`config.mk`:
```
export PLATFORM = sky130hd
export DESIGN_NAME = semis_comparator_bank
export DESIGN_NICKNAME = d
export VERILOG_FILES = /design/src/rtl/semis_cmp_pkg.sv /design/src/rtl/semis_cmp_channel.sv /design/src/rtl/semis_comparator_bank.sv
export SDC_FILE = /design/constraint.sdc
export NUM_CORES = 1
export LEC_CHECK = 0
export ABC_AREA = 1
export CORE_UTILIZATION = 54
export CTS_CLUSTER_DIAMETER = 120
export DETAILED_ROUTE_END_ITERATION = 10
export GPL_ROUTABILITY_DRIVEN = 0
export MAX_ROUTING_LAYER = met4
export PLACE_DENSITY_LB_ADDON = 0.3
export SETUP_SLACK_MARGIN = 0.02
export SYNTH_ARGS = -nofsm -noshare
export SYNTH_HDL_FRONTEND = slang
export SYNTH_SLANG_ARGS = --single-unit
```
`constraint.sdc`:
```
create_clock -name clk -period 2.15 [get_ports clk]
set_input_delay 0.3225 -clock clk [delete_from_list [all_inputs] [get_ports clk]]
set_output_delay 0.3225 -clock clk [all_outputs]
set_load 0.02 [all_outputs]
```
`src/rtl/semis_cmp_pkg.sv`:
```
// Shared constants for the comparator bank: default geometry and the
// encoding of the per-bank output mode.
package semis_cmp_pkg;

  // Default bank geometry
  localparam int DEF_CHANNELS    = 4;
  localparam int DEF_FILT_BITS   = 3;
  localparam int DEF_SYNC_STAGES = 2;

  // Output mode carried on the sticky pin
  typedef enum logic {
    MODE_LEVEL  = 1'b0,  // out follows the filtered decision both ways
    MODE_STICKY = 1'b1   // out may rise but only clear/reset lowers it
  } cmp_mode_e;

endpackage : semis_cmp_pkg

```
`src/rtl/semis_cmp_channel.sv`:
```
// One comparator channel: synchronises the vip/vin pair, forms a decision
// only when the pair disagrees, debounces it through a consecutive-cycle
// counter and reports every change of out as a one-cycle pulse one cycle
// after the change.
module semis_cmp_channel
  import semis_cmp_pkg::*;
#(
  parameter int FILT_BITS   = DEF_FILT_BITS,
  parameter int SYNC_STAGES = DEF_SYNC_STAGES
) (
  input  logic                 clk,
  input  logic                 rst_n,
  input  logic                 en,
  input  logic                 vip,
  input  logic                 vin,
  input  logic [FILT_BITS-1:0] threshold,
  input  logic                 sticky,
  input  logic                 clear,
  output logic                 out,
  output logic                 edge_pulse
);

  // Synchroniser chains; bit 0 is the first stage
  logic [SYNC_STAGES-1:0] sync_p_reg;
  logic [SYNC_STAGES-1:0] sync_n_reg;

  // Filter state
  logic [FILT_BITS-1:0] count_reg;
  logic [FILT_BITS-1:0] count_next;
  logic                 out_reg;
  logic                 out_next;

  // Previous out value, used to detect changes for the pulse
  logic out_prev_reg;
  logic edge_pulse_reg;

  // Decision helpers
  logic                 sp;
  logic                 sn;
  logic                 decided;
  logic                 candidate;
  logic                 sticky_hold;
  logic [FILT_BITS-1:0] eff_thr;
  logic [FILT_BITS:0]   count_wide;
  logic [FILT_BITS-1:0] count_sat;
  cmp_mode_e            mode;

  assign sp        = sync_p_reg[SYNC_STAGES-1];
  assign sn        = sync_n_reg[SYNC_STAGES-1];
  assign decided   = sp ^ sn;
  assign candidate = sp;
  assign mode      = cmp_mode_e'(sticky);

  // A falling decision is suppressed while a sticky channel is high
  assign sticky_hold = (mode == MODE_STICKY) && out_reg;

  // A zero threshold behaves as one
  assign eff_thr = (threshold == '0) ? {{(FILT_BITS-1){1'b0}}, 1'b1} : threshold;

  // One extra bit so the "count+1 reaches threshold" test cannot wrap
  assign count_wide = {1'b0, count_reg} + {{FILT_BITS{1'b0}}, 1'b1};

  // Counter never wraps: it parks at all-ones
  assign count_sat = (count_reg == '1) ? count_reg : count_wide[FILT_BITS-1:0];

  // Shift the raw inputs through the synchroniser chains
  always_ff @(posedge clk or negedge rst_n) begin
    if (!rst_n) begin
      sync_p_reg <= '0;
      sync_n_reg <= '0;
    end else begin
      sync_p_reg <= {sync_p_reg[SYNC_STAGES-2:0], vip};
      sync_n_reg <= {sync_n_reg[SYNC_STAGES-2:0], vin};
    end
  end

  // Next-state of the debounce filter; disable, then clear, then filtering
  always_comb begin
    count_next = count_reg;
    out_next   = out_reg;
    if (!en) begin
      // Disabled bank: out frozen, partial debounce discarded
      count_next = '0;
    end else if (clear) begin
      out_next   = 1'b0;
      count_next = '0;
    end else if (!decided) begin
      // Common mode carries no information: restart the run, hold out
      count_next = '0;
    end else if (candidate == out_reg) begin
      count_next = '0;
    end else if (sticky_hold) begin
      count_next = '0;
    end else if (count_wide >= {1'b0, eff_thr}) begin
      out_next   = candidate;
      count_next = '0;
    end else begin
      count_next = count_sat;
    end
  end

  // Filter state registers
  always_ff @(posedge clk or negedge rst_n) begin
    if (!rst_n) begin
      count_reg <= '0;
      out_reg   <= 1'b0;
    end else begin
      count_reg <= count_next;
      out_reg   <= out_next;
    end
  end

  // Change detector: pulse lands in the cycle after out moved
  always_ff @(posedge clk or negedge rst_n) begin
    if (!rst_n) begin
      out_prev_reg   <= 1'b0;
      edge_pulse_reg <= 1'b0;
    end else begin
      out_prev_reg   <= out_reg;
      edge_pulse_reg <= out_reg ^ out_prev_reg;
    end
  end

  assign out        = out_reg;
  assign edge_pulse = edge_pulse_reg;

endmodule : semis_cmp_channel

```
`src/rtl/semis_comparator_bank.sv`:
```
// Bank of independent clocked comparator channels. Each channel owns its
// synchroniser and debounce filter; the bank only shares the control pins
// and registers the enable that drives the wrapper's uio_oe.
module semis_comparator_bank
  import semis_cmp_pkg::*;
#(
  parameter int CHANNELS    = DEF_CHANNELS,
  parameter int FILT_BITS   = DEF_FILT_BITS,
  parameter int SYNC_STAGES = DEF_SYNC_STAGES
) (
  input  logic                 clk,
  input  logic                 rst_n,
  input  logic                 en,
  input  logic [CHANNELS-1:0]  vip,
  input  logic [CHANNELS-1:0]  vin,
  input  logic [FILT_BITS-1:0] threshold,
  input  logic                 sticky,
  input  logic                 clear,
  output logic [CHANNELS-1:0]  out,
  output logic [CHANNELS-1:0]  out_oe,
  output logic [CHANNELS-1:0]  edge_pulse
);

  logic [CHANNELS-1:0] out_oe_reg;

  // Output enable trails en by one cycle, replicated per channel
  always_ff @(posedge clk or negedge rst_n) begin
    if (!rst_n) begin
      out_oe_reg <= '0;
    end else begin
      out_oe_reg <= {CHANNELS{en}};
    end
  end

  assign out_oe = out_oe_reg;

  genvar gi;
  generate
    for (gi = 0; gi < CHANNELS; gi++) begin : g_chan
      semis_cmp_channel #(
        .FILT_BITS  (FILT_BITS),
        .SYNC_STAGES(SYNC_STAGES)
      ) u_chan (
        .clk       (clk),
        .rst_n     (rst_n),
        .en        (en),
        .vip       (vip[gi]),
        .vin       (vin[gi]),
        .threshold (threshold),
        .sticky    (sticky),
        .clear     (clear),
        .out       (out[gi]),
        .edge_pulse(edge_pulse[gi])
      );
    end
  endgenerate

endmodule : semis_comparator_bank

```
==> summary.txt, run 1 <==
Die
  • Std cell rows: 21
  • Die area: 3920 um^2
  • Core Area: 3420 um^2
  • I/O pin cnt: 28
  • Die X: 62.6 um
  • Die Y: 62.6 um
  • Initial Utilization: 58.1%

Clock tree
  • Clock buffer depth: 2
  • Clock Sink Count: 41
  • CTS Root Cell: clkbuf_4
  • Skew-Pair Late Insertion Delay: 0.35 ns
  • Clk pin slew, worst setup/hold paths: 0.11 ns
  • CTS tree: yes
  • CTS Buf Count: 5
  • CTS resizes: 0
  • H-Tree Depth: 2

Power
  • Clock share of power: 29.1%
  • Power Density: 585 nW/um^2
  • Switch share: 24.7%
  • Psw: 334 uW
  • Flop pwr share: 60.1%
  • Maximum VDD drop: 0.433 mV
  • Pint: 1.02 mW
  • Leakage: 1.24 nW
  • Combinational power share: 10.9%

Worst setup path
  • Critical path destination: out[0]
  • Reg2reg end: g_chan[2].u_chan.out
  • RR Startpoint: g_chan[2].u_chan.count_reg[0]
  • Critical Path Stages: 1
  • Worst path max stage delay: 0.65 ns
  • Cell at the slowest stage of the critical path: clkdlybuf4s50_1
  • Register-to-register setup slack: 0.38 ns
  • CP Max Fanout: 6
  • Cell family with the largest share of critical-path delay: buffers and inverters
  • CP bufs+invs: 1
  • Critical path class: reg -> out
  • Worst setup path startpoint: g_chan[0].u_chan.out
  • Worst Setup End Kind: output port
  • Crit-path cells: clkdlybuf4s50_1
  • WP data arrival: 1.49 ns
  • R2R cell count: 10
  • CP required: 1.83 ns
  • Startpoint Class: flop

STA
  • Final number of hold-violating endpoints: 0
  • RSZ-0062 raised after global routing: false
  • Worst slew pin tran: 0.310 ns
  • # setup viols final: 0
  • Worst slew margin: 79.3%
  • Final setup margin: 0.339 ns
  • Final cycle utilization of the critical path: 84.2%
  • Setup TNS: 0 ns
  • Final min period: 1.81 ns
  • Setup Skew: 0.00586 ns
  • Max Clock Freq: 552 MHz
  • Final hold slack: 0.359 ns
  • Slew Viols, Final: 0

Cells and area
  • Storage cell area: 1030 um^2
  • Final core utilization: 67.7%
  • Cell area after layout: 2310 um^2
  • Most frequent cells in the layout: nand2_1, dfrtp_1, inv_1
  • Commonest non-fill, non-tap cell in the layout: nand2_1
  • Final net count: 260
  • Ant diodes: 0
  • Layout cell share with drive strength beyond 1: 4.91%
  • Multi-input logic area: 766 um^2
  • Max reg flops: 12
  • Fillers: 277
  • Area Overhead vs Synth: 16.6%

Yosys
  • Synth warn: 0
  • Synthesized net count: 235
  • Area leader, netlist: dfrtp_1
  • #FFs+latches synth: 41
  • Seq/Total Area, Yosys: 51.7%
  • Top cells by area, synth: dfrtp_1, ha_1, nand2_1, inv_1, buf_4
  • Synth Instances: 199
  • Synthesized area: 1980 um^2
  • Avg Cell Area, Syn: 9.97 um^2
  • Top cell type's share of synthesized area: 51.7%
  • Yosys cell types: 15

Drt
  • DRT antenna net count: 0
  • Wire per inst: 11.2 um
  • DRT Wirelength: 3030 um
  • DRC: 0
  • Routed via count: 1309
  • DR vias/cell: 4.85
  • DRT iter0 DRCs: 44
  • DR pass1 iterations: 4

Placement
  • Port Buffers: 27
  • Post-DP Area: 2240 um^2
  • DP Worst Slack: 0.0860 ns
  • Hpwl dp: 2280 um

Global routing
  • GR Util All Layers: 19.5%
  • Largest net degree at the start of global routing: 42
  • First-pass GRT wire length: 5660 um
  • Gr ovfl total: 0
  • Vias in the first global route: 1315
  • Initial antenna violation count: 0

Run status
  • Status: finished, final reports clean

Worst hold path
  • Hold WC Path Type: reg -> reg

Run
  • Number of max-cap violations: 0
[layer usage]
layer  GRT usage, %  vias up  routed length (um)
met3           3.83       12                  88
met4           12.2        0                 104
met2           30.0       24                1480
li1               -      669                   -
met1           23.7      604                1350
met5              -        -                   0
[worst min path at each step]
stage	to	from	cells after the start	slack (ns)
CTS	g_chan[0].u_chan.sync_n_reg[1]	g_chan[0].u_chan.sync_n_reg[0]	0	0.36
floorplan	g_chan[0].u_chan.count_reg[0]	rst_n	0	0.03
global route	g_chan[3].u_chan.sync_n_reg[1]	g_chan[3].u_chan.sync_n_reg[0]	0	0.37
detailed placement	g_chan[1].u_chan.count_reg[2]	rst_n	2	0.30
global placement	g_chan[1].u_chan.count_reg[2]	rst_n	2	0.31
finish	g_chan[2].u_chan.sync_p_reg[1]	g_chan[2].u_chan.sync_p_reg[0]	0	0.36
[layout make-up]
class | count | area share, %
Multi-Input combinational cell | 118 | 33.1
Clock buffer | 6 | 2.22
Tap cell | 46 | 2.49
Clock inverter | 1 | 0.325
Timing Repair Buffer | 29 | 12.8
Sequential cell | 41 | 44.4
Inverter | 29 | 4.71
[power groups by stage]
stage / sequential (mW) / clock (mW) / combinational (mW)
final: 0.813 / 0.394 / 0.147
after global routing: 0.817 / 0.442 / 0.166
after CTS: 0.813 / 0.408 / 0.150
after detailed placement: 0.828 / 0 / 0.148
after global placement: 0.827 / 0 / 0.144
after floorplan: 0.826 / 0 / 0.0786
[cell usage after synthesis, drive strengths merged]
cell type / count
buf: 11
dfrtp: 41
ha: 20
inv: 29
mux2i: 8
nand2: 47
nand3: 4
nand4: 12
nor2: 13
o21ai: 4
o21bai: 1
or2: 1
xor2: 8
[through the flow]
| stage | instances | power [mW] |
|---|---|---|
| 3_3_place_gp | 262 | 0.971 |
| 6_report | 270 | 1.35 |
| 5_1_grt | 270 | 1.42 |
| 2_1_floorplan | 199 | 0.904 |
| 3_5_place_dp | 262 | 0.976 |
| 4_1_cts | 270 | 1.37 |
[timing repair]
item                      CTS  global route
hold endpoints to repair   41             0
hold buffers                1             0
setup buffers               0             0
[kinds of logic after synthesis]
kind of cell    Yosys count  synth area share (%)
simple gates             77                  16.8
flops                    41                  51.7
buf+inv                  40                  9.65
fa+ha+maj                20                  12.6
xor+xnor                  8                  3.53
mux                       8                  4.04
compound gates            5                  1.58
No activity file was read; power rests on OpenSTA's default activity.
==> run 2, diff against run 1 <==
- clock period: 2.15 -> 1.8 ns (I/O delays scaled with it)
==> run 2 against run 1 <==
Net effect: non-clock buffer count increased by 7; sequential share of layout area shrank 1.8 points; count of clock-buffer cells in the layout did not move; hold slack got worse by 0.018 ns.
==> summary.txt, run 2 (synthesis gave the netlist of run 1 again) <==
Run status
  • Status: finished, final reports clean

STA
  • Final hold slack: 0.341 ns (-0.0176 ns)
  • Final number of hold-violating endpoints: 0 (unchanged)
  • Final min period: 1.70 ns
  • Worst slew margin: 69.3% (-10 points)
  • Max Clock Freq: 590 MHz
  • # setup viols final: 0 (unchanged)
  • Slew Viols, Final: 0 (unchanged)
  • Setup Skew: 0.0232 ns (+0.0173 ns)
  • Final cycle utilization of the critical path: 94.2%
  • Worst slew pin tran: 0.460 ns (+0.151 ns)
  • RSZ-0062 raised after global routing: true

Die
  • Die Y: 62.6 um (unchanged)
  • Die X: 62.6 um (unchanged)
  • Core Area: 3420 um^2 (unchanged)
  • I/O pin cnt: 28 (unchanged)
  • Std cell rows: 21 (unchanged)
  • Initial Utilization: 58.1% (unchanged)
  • Die area: 3920 um^2 (unchanged)

Cells and area
  • Final std cells w/o fill: 278 (+3.0%)
  • Layout cell share with drive strength beyond 1: 10.8% (+5.9 points)
  • Most frequent cells in the layout: nand2_1, dfrtp_1, inv_1
  • Commonest non-fill, non-tap cell in the layout: nand2_1
  • Area Overhead vs Synth: 21.9%
  • Max reg flops: 12 (unchanged)
  • Final net count: 267 (+2.7%)
  • Ant diodes: 0 (unchanged)

Clock tree
  • Skew-Pair Late Insertion Delay: 0.36 ns (about the same)
  • CTS tree: yes
  • Clk pin slew, worst setup/hold paths: 0.13 ns (+0.02 ns)
  • CTS Root Cell: clkbuf_4
  • H-Tree Depth: 2 (unchanged)
  • CTS Buf Count: 5 (unchanged)
  • Clock buffer depth: 2 (unchanged)
  • Clock Sink Count: 41 (unchanged)

Power
  • Maximum VDD drop: 0.545 mV (+26%)
  • Psw: 410 uW (+22%)
  • Switch share: 25.0% (+0.25 points)
  • Pint: 1.23 mW (+21%)
  • Leakage: 1.30 nW (+4.1%)
  • Combinational power share: 11.4% (+0.5 points)
  • Power Density: 679 nW/um^2 (+16%)
  • Flop pwr share: 59.1% (-1.0 points)
  • Final Power: 1.64 mW (+21%)
  • Clock share of power: 29.4% (+0.3 points)

Placement
  • Port Buffers: 27 (unchanged)
  • Cells after DPL: 268 (+2.3%)
  • Hpwl dp: 2590 um (+14%)

Worst setup path
  • Worst Setup End Kind: output port
  • Startpoint Class: flop
  • Critical path class: reg -> out
  • CP required: 1.53 ns (-0.30 ns)
  • CP Max Fanout: 6 (unchanged)
  • CP bufs+invs: 1 (unchanged)
  • Cell family with the largest share of critical-path delay: buffers and inverters
  • WP data arrival: 1.43 ns (-0.06 ns)
  • Worst path max stage delay: 0.62 ns (-0.03 ns)
  • Cell at the slowest stage of the critical path: clkdlybuf4s50_1
  • Crit-path cells: clkdlybuf4s50_1

Drt
  • DR vias/cell: 5.02 (+3.6%)
  • DRC: 0 (unchanged)
  • Wire per inst: 12.4 um (+11%)
  • DRT antenna net count: 0 (unchanged)
  • DRT iter0 DRCs: 54 (+23%)
  • DR pass1 iterations: 4 (unchanged)
  • Routed via count: 1396 (+6.6%)
  • DRT Wirelength: 3450 um (+14%)

Global routing
  • Initial antenna violation count: 0 (unchanged)
  • Largest net degree at the start of global routing: 23 (-45%)
  • Gr ovfl total: 0 (unchanged)
  • First-pass GRT wire length: 5950 um (+5.0%)
  • Vias in the first global route: 1366 (+3.9%)
  • GR Util All Layers: 20.4% (+0.82 points)

Worst hold path
  • Hold WC Path Type: in -> reg

Run
  • Number of max-cap violations: 0 (unchanged)
[run 2: what timing repair did]
action | CTS | global route
setup endpoints to repair | 0 | 8
hold buffers | 1 | 0
buffers inserted | 0 | 1
gates resized for setup | 0 | 7
endpoints found under the hold margin | 19 | 0
[run 2: layout make-up]
| class | instances | area [um^2] |
|---|---|---|
| clock inverters | 2 | 13.8 |
| fillers | 259 | 998 |
| well taps | 46 | 57.6 |
| inverters | 29 | 109 |
| repair buffers | 36 | 350 |
| flip-flops and latches | 41 | 1030 |
| clock buffers | 6 | 51.3 |
| multi-input cells | 118 | 807 |
[run 2: metrics by stage]
stage / setup WS (ns) / setup TNS [ns] / utilization, % / cell area [um^2]
after floorplan: 0.202 / 0 / - / 1980
after global placement: -0.125 / -1.43 / 67.0 / 2290
after detailed placement: -0.205 / -2.56 / 67.0 / 2290
after CTS: 0.0222 / 0 / 69.2 / 2360
after global routing: 0.00843 / 0 / 70.8 / 2420
final: 0.104 / 0 / 70.8 / 2420
[run 2: power groups by stage]
stage	combinational, mW	clock (mW)	sequential, mW
floorplan	0.0939	0	0.986
global placement	0.180	0	0.986
detailed placement	0.186	0	0.988
CTS	0.188	0.503	0.970
global route	0.208	0.546	0.975
finish	0.188	0.483	0.970
[run 2: worst paths after layout]
| path | cells after the start | slack, ns | to | start |
|---|---|---|---|---|
| min in group asynchronous | 2 | 0.37 | g_chan[1].u_chan.count_reg[2] | rst_n |
| setup reg to reg | 11 | 0.12 | g_chan[0].u_chan.out | g_chan[0].u_chan.count_reg[0] |
| setup / recovery | 1 | 0.10 | out[0] | g_chan[0].u_chan.out |
| hold / removal | 1 | 0.34 | g_chan[3].u_chan.sync_p_reg[0] | vip[3] |
| max in group asynchronous | 3 | 0.93 | g_chan[1].u_chan.sync_n_reg[1] | rst_n |
| hold reg to reg | 0 | 0.36 | g_chan[3].u_chan.sync_n_reg[1] | g_chan[3].u_chan.sync_n_reg[0] |
[run 2: per-layer routing]
layer	part of all wire [%]	track usage, %	up-vias
li1	-	-	689
met1	43	24.6	655
met2	51	34.1	43
met3	4.0	3.83	9
met4	1.7	6.98	0
met5	0	-	-
==> run 3, diff against run 2 <==
- CORE_UTILIZATION: 54 -> 48
- SKIP_CTS_REPAIR_TIMING: unset -> 1
==> run 3 against run 2 <==
Net effect: worst setup slack gained 0.025 ns; non-clock buffer count shrank 2; critical path type is now reg -> reg; hold slack lost 0.32 ns; die area grew 12%; utilization shrank 7.2 points; power grew 12%; clock skew shrank 0.014 ns; sequential cell count is the same; design area shrank 0.16%.
==> summary.txt, run 3 (synthesis gave the netlist of run 1 again) <==
Run status
  • Status: finished, final reports clean

Global routing
  • Initial antenna violation count: 0 (unchanged)
  • Largest net degree at the start of global routing: 42 (+83%)
  • Vias in the first global route: 1213 (-11%)
  • Gr ovfl total: 0 (unchanged)
  • GR Util All Layers: 16.8% (-3.5 points)
  • First-pass GRT wire length: 5260 um (-11%)

Power
  • Maximum VDD drop: 0.412 mV (-24%)
  • Power Density: 764 nW/um^2 (+13%)
  • Leakage: 1.28 nW (-1.0%)

Drt
  • DRC: 0 (unchanged)
  • Wire per inst: 11.4 um (-8.5%)
  • DR vias/cell: 4.73 (-5.7%)
  • M1 WL: 1480 um (+0.34%)
  • DRT antenna net count: 0 (unchanged)
  • Routed via count: 1311 (-6.1%)
  • DRT iter0 DRCs: 65 (+20%)
  • Metal2 WL: 1540 um (-13%)
  • DRT Wirelength: 3150 um (-8.8%)
  • Met3 routed WL: 86 um (-38%)
  • DR pass1 iterations: 7 (+3)
  • DR top layer: met4

STA
  • Slew Viols, Final: 0 (unchanged)
  • # setup viols final: 0 (unchanged)
  • Final min period: 1.67 ns (-0.0254 ns)
  • Max Clock Freq: 599 MHz (+1.5%)
  • Setup Skew: 0.00912 ns (-0.0141 ns)
  • Final number of hold-violating endpoints: 0 (unchanged)
  • Final hold slack: 0.0194 ns (-0.322 ns)
  • RSZ-0062 raised after global routing: false
  • Final cycle utilization of the critical path: 92.8% (-1.4 points)
  • Worst slew margin: 66.9% (-2.4 points)
  • Worst slew pin tran: 0.497 ns (+0.0367 ns)

Clock tree
  • Clk pin slew, worst setup/hold paths: 0.08 ns (-0.05 ns)
  • CTS Root Cell: clkbuf_8
  • Clock buffer depth: 2 (unchanged)
  • Clock Sink Count: 41 (unchanged)
  • CTS Buf Count: 5 (unchanged)
  • CTS tree: yes
  • H-Tree Depth: 2 (unchanged)
  • Skew-Pair Late Insertion Delay: 0.28 ns (-0.08 ns)

Die
  • Die X: 66.3 um (+5.9%)
  • Std cell rows: 22 (+4.8%)
  • Die area: 4390 um^2 (+12%)
  • Die Y: 66.3 um (+5.9%)
  • Core Area: 3800 um^2 (+11%)
  • I/O pin cnt: 28 (unchanged)
  • Initial Utilization: 52.2% (-5.9 points)

Worst setup path
  • Register-to-register setup slack: 0.13 ns (about the same)
  • Startpoint Class: flop
  • Worst setup path startpoint: g_chan[3].u_chan.count_reg[0]
  • Critical Path Stages: 10 (+9)
  • CP required: 1.98 ns (+0.45 ns)
  • Worst path max stage delay: 0.39 ns (-0.23 ns)
  • Critical path class: reg -> reg
  • RR Startpoint: g_chan[3].u_chan.count_reg[0]
  • Worst Setup End Kind: flop
  • Cell family with the largest share of critical-path delay: adder cells
  • Most frequent CP cell: nand2_1
  • Cell at the slowest stage of the critical path: dfrtp_1
  • Reg2reg end: g_chan[3].u_chan.out
  • CP bufs+invs: 0 (-1)
  • R2R cell count: 10 (-1)
  • Crit-path cells: ha_1, ha_1, ha_1, nand2_1, nand2_1, nand2_1, nand2_1, nand2_1, nand2_1, nand2_1
  • WP data arrival: 1.85 ns (+0.42 ns)
  • Critical path destination: g_chan[3].u_chan.out
  • CP Max Fanout: 2 (-4)

Placement
  • Hpwl dp: 2320 um (-10%)
  • Port Buffers: 27 (unchanged)
  • Post-DP Area: 2280 um^2 (-0.44%)

Cells and area
  • Fillers: 321 (+24%)
  • Cell area after layout: 2410 um^2 (-0.16%)
  • Final core utilization: 63.5% (-7.2 points)
  • Final net count: 265 (-0.75%)
  • Layout cell share with drive strength beyond 1: 9.17% (-1.6 points)
  • Area Overhead vs Synth: 21.7%
  • Most frequent cells in the layout: nand2_1, dfrtp_1, inv_1
  • Ant diodes: 0 (unchanged)
  • Commonest non-fill, non-tap cell in the layout: nand2_1
  • Max reg flops: 12 (unchanged)

Run
  • Number of max-cap violations: 0 (unchanged)

Worst hold path
  • Hold WC Path Type: in -> async
run 3: how the worst min path moves through the flow:
stage	endpoint	cells past startpoint
after CTS	g_chan[2].u_chan.count_reg[0]	2
after global routing	g_chan[2].u_chan.count_reg[0]	2
after detailed placement	g_chan[1].u_chan.sync_p_reg[1]	0
after floorplan	g_chan[0].u_chan.count_reg[0]	0
after global placement	g_chan[3].u_chan.sync_n_reg[1]	0
final	g_chan[2].u_chan.count_reg[0]	2
run 3: final cells by class:
class	instances	area, um^2	area share (%)
clock inverters	2	35.0	1.45
clock buffers	5	68.8	2.85
repair buffers	34	318	13.2
flip-flops and latches	41	1030	42.5
multi-input cells	118	797	33.0
well taps	48	60.1	2.49
inverters	29	109	4.51
run 3: layer usage:
| layer | vias up | track usage, % |
|---|---|---|
| met1 | 598 | 20.1 |
| met4 | 0 | 5.32 |
| li1 | 685 | - |
| met5 | - | - |
| met3 | 6 | 5.17 |
| met2 | 22 | 27.2 |
run 3: per-stage QoR:
step	setup TNS [ns]	power, mW	setup WS, ns	cells
floorplan	0	1.08	0.202	199
global placement	-1.40	1.16	-0.117	270
detailed placement	-1.60	1.17	-0.133	270
CTS	0	1.87	0.0745	277
global route	0	1.93	0.0215	277
finish	0	1.84	0.130	277
run 3: where the power goes:
group / internal [mW] / switching [mW]
registers: 0.952 / 0.0177
logic: 0.0837 / 0.0953
clock network: 0.403 / 0.292
==> edit 1, RTL diff (flow settings as in run 1) <==
Change the package constant `DEF_SYNC_STAGES` from 2 to 4.
--- a/src/rtl/semis_cmp_pkg.sv
+++ b/src/rtl/semis_cmp_pkg.sv
@@ -6,5 +6,5 @@
   localparam int DEF_CHANNELS    = 4;
   localparam int DEF_FILT_BITS   = 3;
-  localparam int DEF_SYNC_STAGES = 2;
+  localparam int DEF_SYNC_STAGES = 4;
 
   // Output mode carried on the sticky pin
Formal check against the unedited RTL: not equivalent (a bounded check fails within 4 cycles, from zero or initial values and one cycle with rst_n low).
==> edit 1 against run 1 <==
- die area increased by 22%
- synthesized cell count up 11%
- synthesized area is 23% higher
- wire length grew 26%
- worst setup slack got worse by 2.4 ps
- cell area up 24%
- sequential cell count grew 16
- total power grew 61%
==> edit 1: results (changes against run 1) <==
Critical R2R Capture=g_chan[0].u_chan.out; GRT Overall Usage=19.3% (-0.28 points); # nets final=284 (+9.2%); WL final=3.82 mm (+26%); crit-path max FO=4 (-2); TritonCTS Buffers=9 (+4); Worst slew margin=54.6% (-25 points); Post-Synth XOR/XNOR Area=2.52% (-1.0 points); synth top area cells=dfrtp_1 (59%), ha_1 (10%), nand2_1 (7.5%); clock skew=7.45 ps (+1.59 ps); status=complete, no violations; final period utilization=84.3% (+0.11 points); GR Util met2=32.1% (+2.1 points); largest net degree at the start of global routing=58 (+38%); Worst EP arrival=2040 ps (+550 ps); kind of critical path=flip-flop to flip-flop; multiplexer share of the synthesized area=2.46% (-1.6 points); share of layout cells above drive strength 1=11.5% (+6.6 points); DP HPWL=2.59 mm (+14%); GRT met3 Usage=7.56% (+3.7 points); pre-CTS setup slack=49.1 ps (-36.8 ps); global-route wire length before repair=6.69 mm (+18%); Unique masters post-synth=18 (+3); r2r setup slk=340 ps (-40 ps); root buffer cell=clkbuf_8; worst min path class=primary input to asynchronous set/reset pin; # fillers=358 (+29%); register area share after synthesis=58.5% (+6.8 points); Critical R2R Launch=g_chan[0].u_chan.count_reg[0]; clock slew at reported path FFs=70 ps (-40 ps); Static Leakage=1.50 nW (+20%); syn nets=256 (+8.9%); maximum VDD drop=0.691 mV (+59%); insertion delay to the later sink of the worst-skew pair=330 ps (-20 ps); Post-synth top cells=dfrtp_1 (57), nand2_1 (49), inv_1 (30)
==> edit 1: cell types whose count changed in the layout (fill, tap and decap cells not counted), moves of 2 or more <==
cell,change
o21ai_1,-3
clkinv_2,+2
clkbuf_8,+9
mux2i_1,-2
dfrtp_1,+16
clkbuf_4,-5
o21ai_2,+3
nand2_1,+2
clkinvlp_4,+2
nor3_2,+2
==> edit 1: cell families (layout without fill, tap and decap cells) <==
logic type                 after synthesis  after routing
and+or+nand+nor                         82             82
DFF                                     57             57
buffers and inverters                   42             75
adders and majority gates               20             20
xor gates and xnor gates                 7              7
AOI/OAI and AO/OA                        6              6
muxes                                    6              6
==> edit 1: worst max-delay path, cell delays in order, from the launching register on <==
cell	delay, ps
dfrtp_1	430
ha_1	230
ha_1	310
ha_1	290
nand2_1	60
nand2_1	110
nand2_1	70
nand2_1	60
nand2_1	50
nand2_1	60
nand2_1	50
==> edit 1: report_power, final <==
group          switching [W]  internal (W)  leakage, nW
Combinational      0.0000879     0.0000674        0.696
Sequential         0.0000214       0.00111        0.717
Clock               0.000435      0.000448       0.0847
==> edit 1: metrics by stage <==
step	cell area [µm²]	cells	hold WS [ps]	power, W
floorplan	2440	220	26.9	0.00123
global placement	2690	289	332	0.00131
detailed placement	2690	289	335	0.00131
CTS	2870	305	126	0.00221
global route	2870	305	163	0.00227
finish	2870	305	105	0.00217
==> edit 1: area by class of cell <==
| type | instances | share of cell area [%] |
|---|---|---|
| Clock buffer | 10 | 4.79 |
| Tap cell | 52 | 2.27 |
| Clock inverter | 6 | 1.44 |
| Multi-Input combinational cell | 121 | 28.3 |
| Sequential cell | 57 | 49.7 |
| Inverter | 31 | 4.05 |
| Timing Repair Buffer | 28 | 9.50 |
==> edit 1: worst min-delay path by stage <==
stage / to / slack, ps / cells past startpoint
6_report: g_chan[0].u_chan.edge_pulse / 100 / 2
5_1_grt: g_chan[0].u_chan.edge_pulse / 160 / 2
4_1_cts: g_chan[3].u_chan.edge_pulse / 130 / 2
3_5_place_dp: g_chan[1].u_chan.sync_n_reg[2] / 330 / 0
3_3_place_gp: g_chan[3].u_chan.sync_n_reg[2] / 330 / 0
2_1_floorplan: g_chan[0].u_chan.count_reg[0] / 30 / 0
==> edit 1: routing by layer <==
metal	up-vias	part of all wire (%)
li1	746	-
met5	-	0
met3	6	4.6
met4	0	1.2
met2	31	53
met1	719	41
==> edit 2, RTL diff (config.mk and constraints of run 1) <==
Made on the original files. Reset style: synchronous (`rst_n`), changed in 4 clocked blocks.
--- a/src/rtl/semis_cmp_channel.sv
+++ b/src/rtl/semis_cmp_channel.sv
@@ -65,5 +65,5 @@
 
   // Shift the raw inputs through the synchroniser chains
-  always_ff @(posedge clk or negedge rst_n) begin
+  always_ff @(posedge clk) begin
     if (!rst_n) begin
       sync_p_reg <= '0;
@@ -101,5 +101,5 @@
 
   // Filter state registers
-  always_ff @(posedge clk or negedge rst_n) begin
+  always_ff @(posedge clk) begin
     if (!rst_n) begin
       count_reg <= '0;
@@ -112,5 +112,5 @@
 
   // Change detector: pulse lands in the cycle after out moved
-  always_ff @(posedge clk or negedge rst_n) begin
+  always_ff @(posedge clk) begin
     if (!rst_n) begin
       out_prev_reg   <= 1'b0;
--- a/src/rtl/semis_comparator_bank.sv
+++ b/src/rtl/semis_comparator_bank.sv
@@ -25,5 +25,5 @@
 
   // Output enable trails en by one cycle, replicated per channel
-  always_ff @(posedge clk or negedge rst_n) begin
+  always_ff @(posedge clk) begin
     if (!rst_n) begin
       out_oe_reg <= '0;
Behaviour: differs if rst_n is asserted again (counterexample within 4 cycles, from zero or initial values and one cycle with rst_n low); with rst_n held inactive, the same outputs for 10 cycles.
==> edit 2 against run 1 <==
- wire length increased by 3.5%
- sequential power down 0.9%
- count of clock-buffer cells in the layout did not move
- sequential cell count unchanged
- sequential share of layout area down 8.9 points
- total power grew 11%
- worst setup slack gained 44 ps
- via count up 21%
- cell area grew 0.11%
- combinational power rose by 12%
- first-iteration DRC count increased by 80%
- synthesized area grew 0.25%
- core utilization decreased by 0.44 points
- highest routed layer unchanged
==> edit 2: results (changes against run 1) <==
status=complete, no violations; initial antenna violation count=0 (unchanged); Worst EP arrival=1950 ps (+460 ps); Static Leakage=1.23 nW (-0.89%); Critical-path top delay cell=clkdlybuf4s50_1; Top delay family on crit path=buffers and inverters; syn nets=305 (+30%); largest net degree at the start of global routing=29 (-31%); share of layout cells above drive strength 1=6.90% (+2.0 points); Port Buffers=27 (unchanged); vias in the first global route=1,456 (+11%); crit-path max FO=4 (-2); Worst path max stage delay=410 ps (-240 ps); Cells after DPL=328 (+25%); # Post-CTS Setup Buffers=0 (unchanged); yosys warns=0 (unchanged); asr flop ratio synth=0% (-100 points); Post-CTS Resized=0 (unchanged); GRT Overall Usage=18.8% (-0.70 points); Worst slew margin=76.5% (-2.8 points); DP HPWL=2.38 mm (+4.7%); Post-synth top cells=nand2_1 (92), dfxtp_1 (41), inv_1 (36); TritonCTS Buffers=5 (unchanged); Max clock buf depth=2 (unchanged); Iter 0 DRT Violations=79 (+80%); root buffer cell=clkbuf_8; Synth Flop Type=dfxtp_1; insertion delay to the later sink of the worst-skew pair=290 ps (-60 ps); Unique masters post-synth=18 (+3); synth top area cells=dfxtp_1 (41%), nand2_1 (17%), ha_1 (13%); cells after synthesis=269 (+35%); clock slew at reported path FFs=80 ps (-30 ps); global-route wire length before repair=5.78 mm (+2.0%); Synth top area share=41.3% (-10 points); worst hold stages=2 (+2); clock skew=3.26 ps (-2.60 ps); Avg WL per Cell=9.33 µm (-17%); vias per inst=4.70 (-3.1%); register area share after synthesis=41.3% (-10 points); R2R cell count=9 (-1); ant diodes=0 (unchanged); First-pass DRT Iterations=4 (unchanged); H-Tree Depth=2 (unchanged); Non-Filler Instances=336 (+24%); maximum VDD drop=0.466 mV (+7.5%); max reg flops=12 (unchanged)
edit 2: cell types whose count changed after synthesis, moves of 8 or more:
cell,before,now
a21oi_1,0,15
nand2_1,47,92
inv_2,0,8
mux2i_1,8,0
dfxtp_1,0,41
dfrtp_1,41,0
edit 2: cell families after synthesis:
logic type / synth area share, %
XOR/XNOR: 1.76
AND/OR/NAND/NOR: 24.8
buffers and inverters: 14.7
AO/OA/AOI/OAI: 4.91
flip-flops: 41.3
adder cells (fa/ha/maj): 12.6
edit 2: tightest hold or removal path, stage by stage (launching register included):
cell and delay (ps):
dfxtp_1 310, nand2_1 50, inv_1 40
edit 2: path summary, 6_finish.rpt:
kind | start | end | slack (ps)
max | threshold[1] | g_chan[0].u_chan.out | 380
min | g_chan[1].u_chan.sync_p_reg[0] | g_chan[1].u_chan.sync_p_reg[1] | 420
max reg2reg | g_chan[2].u_chan.count_reg[0] | g_chan[2].u_chan.out | 450
min reg2reg | g_chan[1].u_chan.sync_p_reg[0] | g_chan[1].u_chan.sync_p_reg[1] | 420
edit 2: metrics by stage:
stage | hold slack [ps] | utilization (%) | instance area [µm²] | setup WS, ps
5_1_grt | 434 | 67.2 | 2310 | 156
3_3_place_gp | 392 | 64.4 | 2220 | 100
3_5_place_dp | 399 | 64.4 | 2220 | 68.4
4_1_cts | 421 | 67.2 | 2310 | 378
6_report | 418 | 67.2 | 2310 | 383
2_1_floorplan | 390 | - | 1990 | 578
edit 2: area by class of cell:
cell class	count	area, µm²
Timing Repair Buffer	28	278
Sequential cell	41	821
Clock inverter	2	13.8
Inverter	46	186
Fill cell	291	1130
Multi-Input combinational cell	167	876
Tap cell	46	57.6
Clock buffer	6	82.6
edit 2: per-layer routing:
layer | vias up | track usage [%] | part of all wire, %
li1 | 851 | - | -
met1 | 699 | 21.2 | 46
met2 | 27 | 32.7 | 50
met3 | 2 | 4.20 | 3.1
met4 | 0 | 6.40 | 0.45
met5 | - | - | 0
edit 2: power breakdown:
group          total (W)  leakage (nW)  internal, W  switching (W)
clock network   0.000527        0.0512     0.000260       0.000267
registers       0.000806         0.336     0.000787      0.0000191
logic           0.000164         0.846    0.0000816      0.0000824
total            0.00150          1.23      0.00113       0.000369
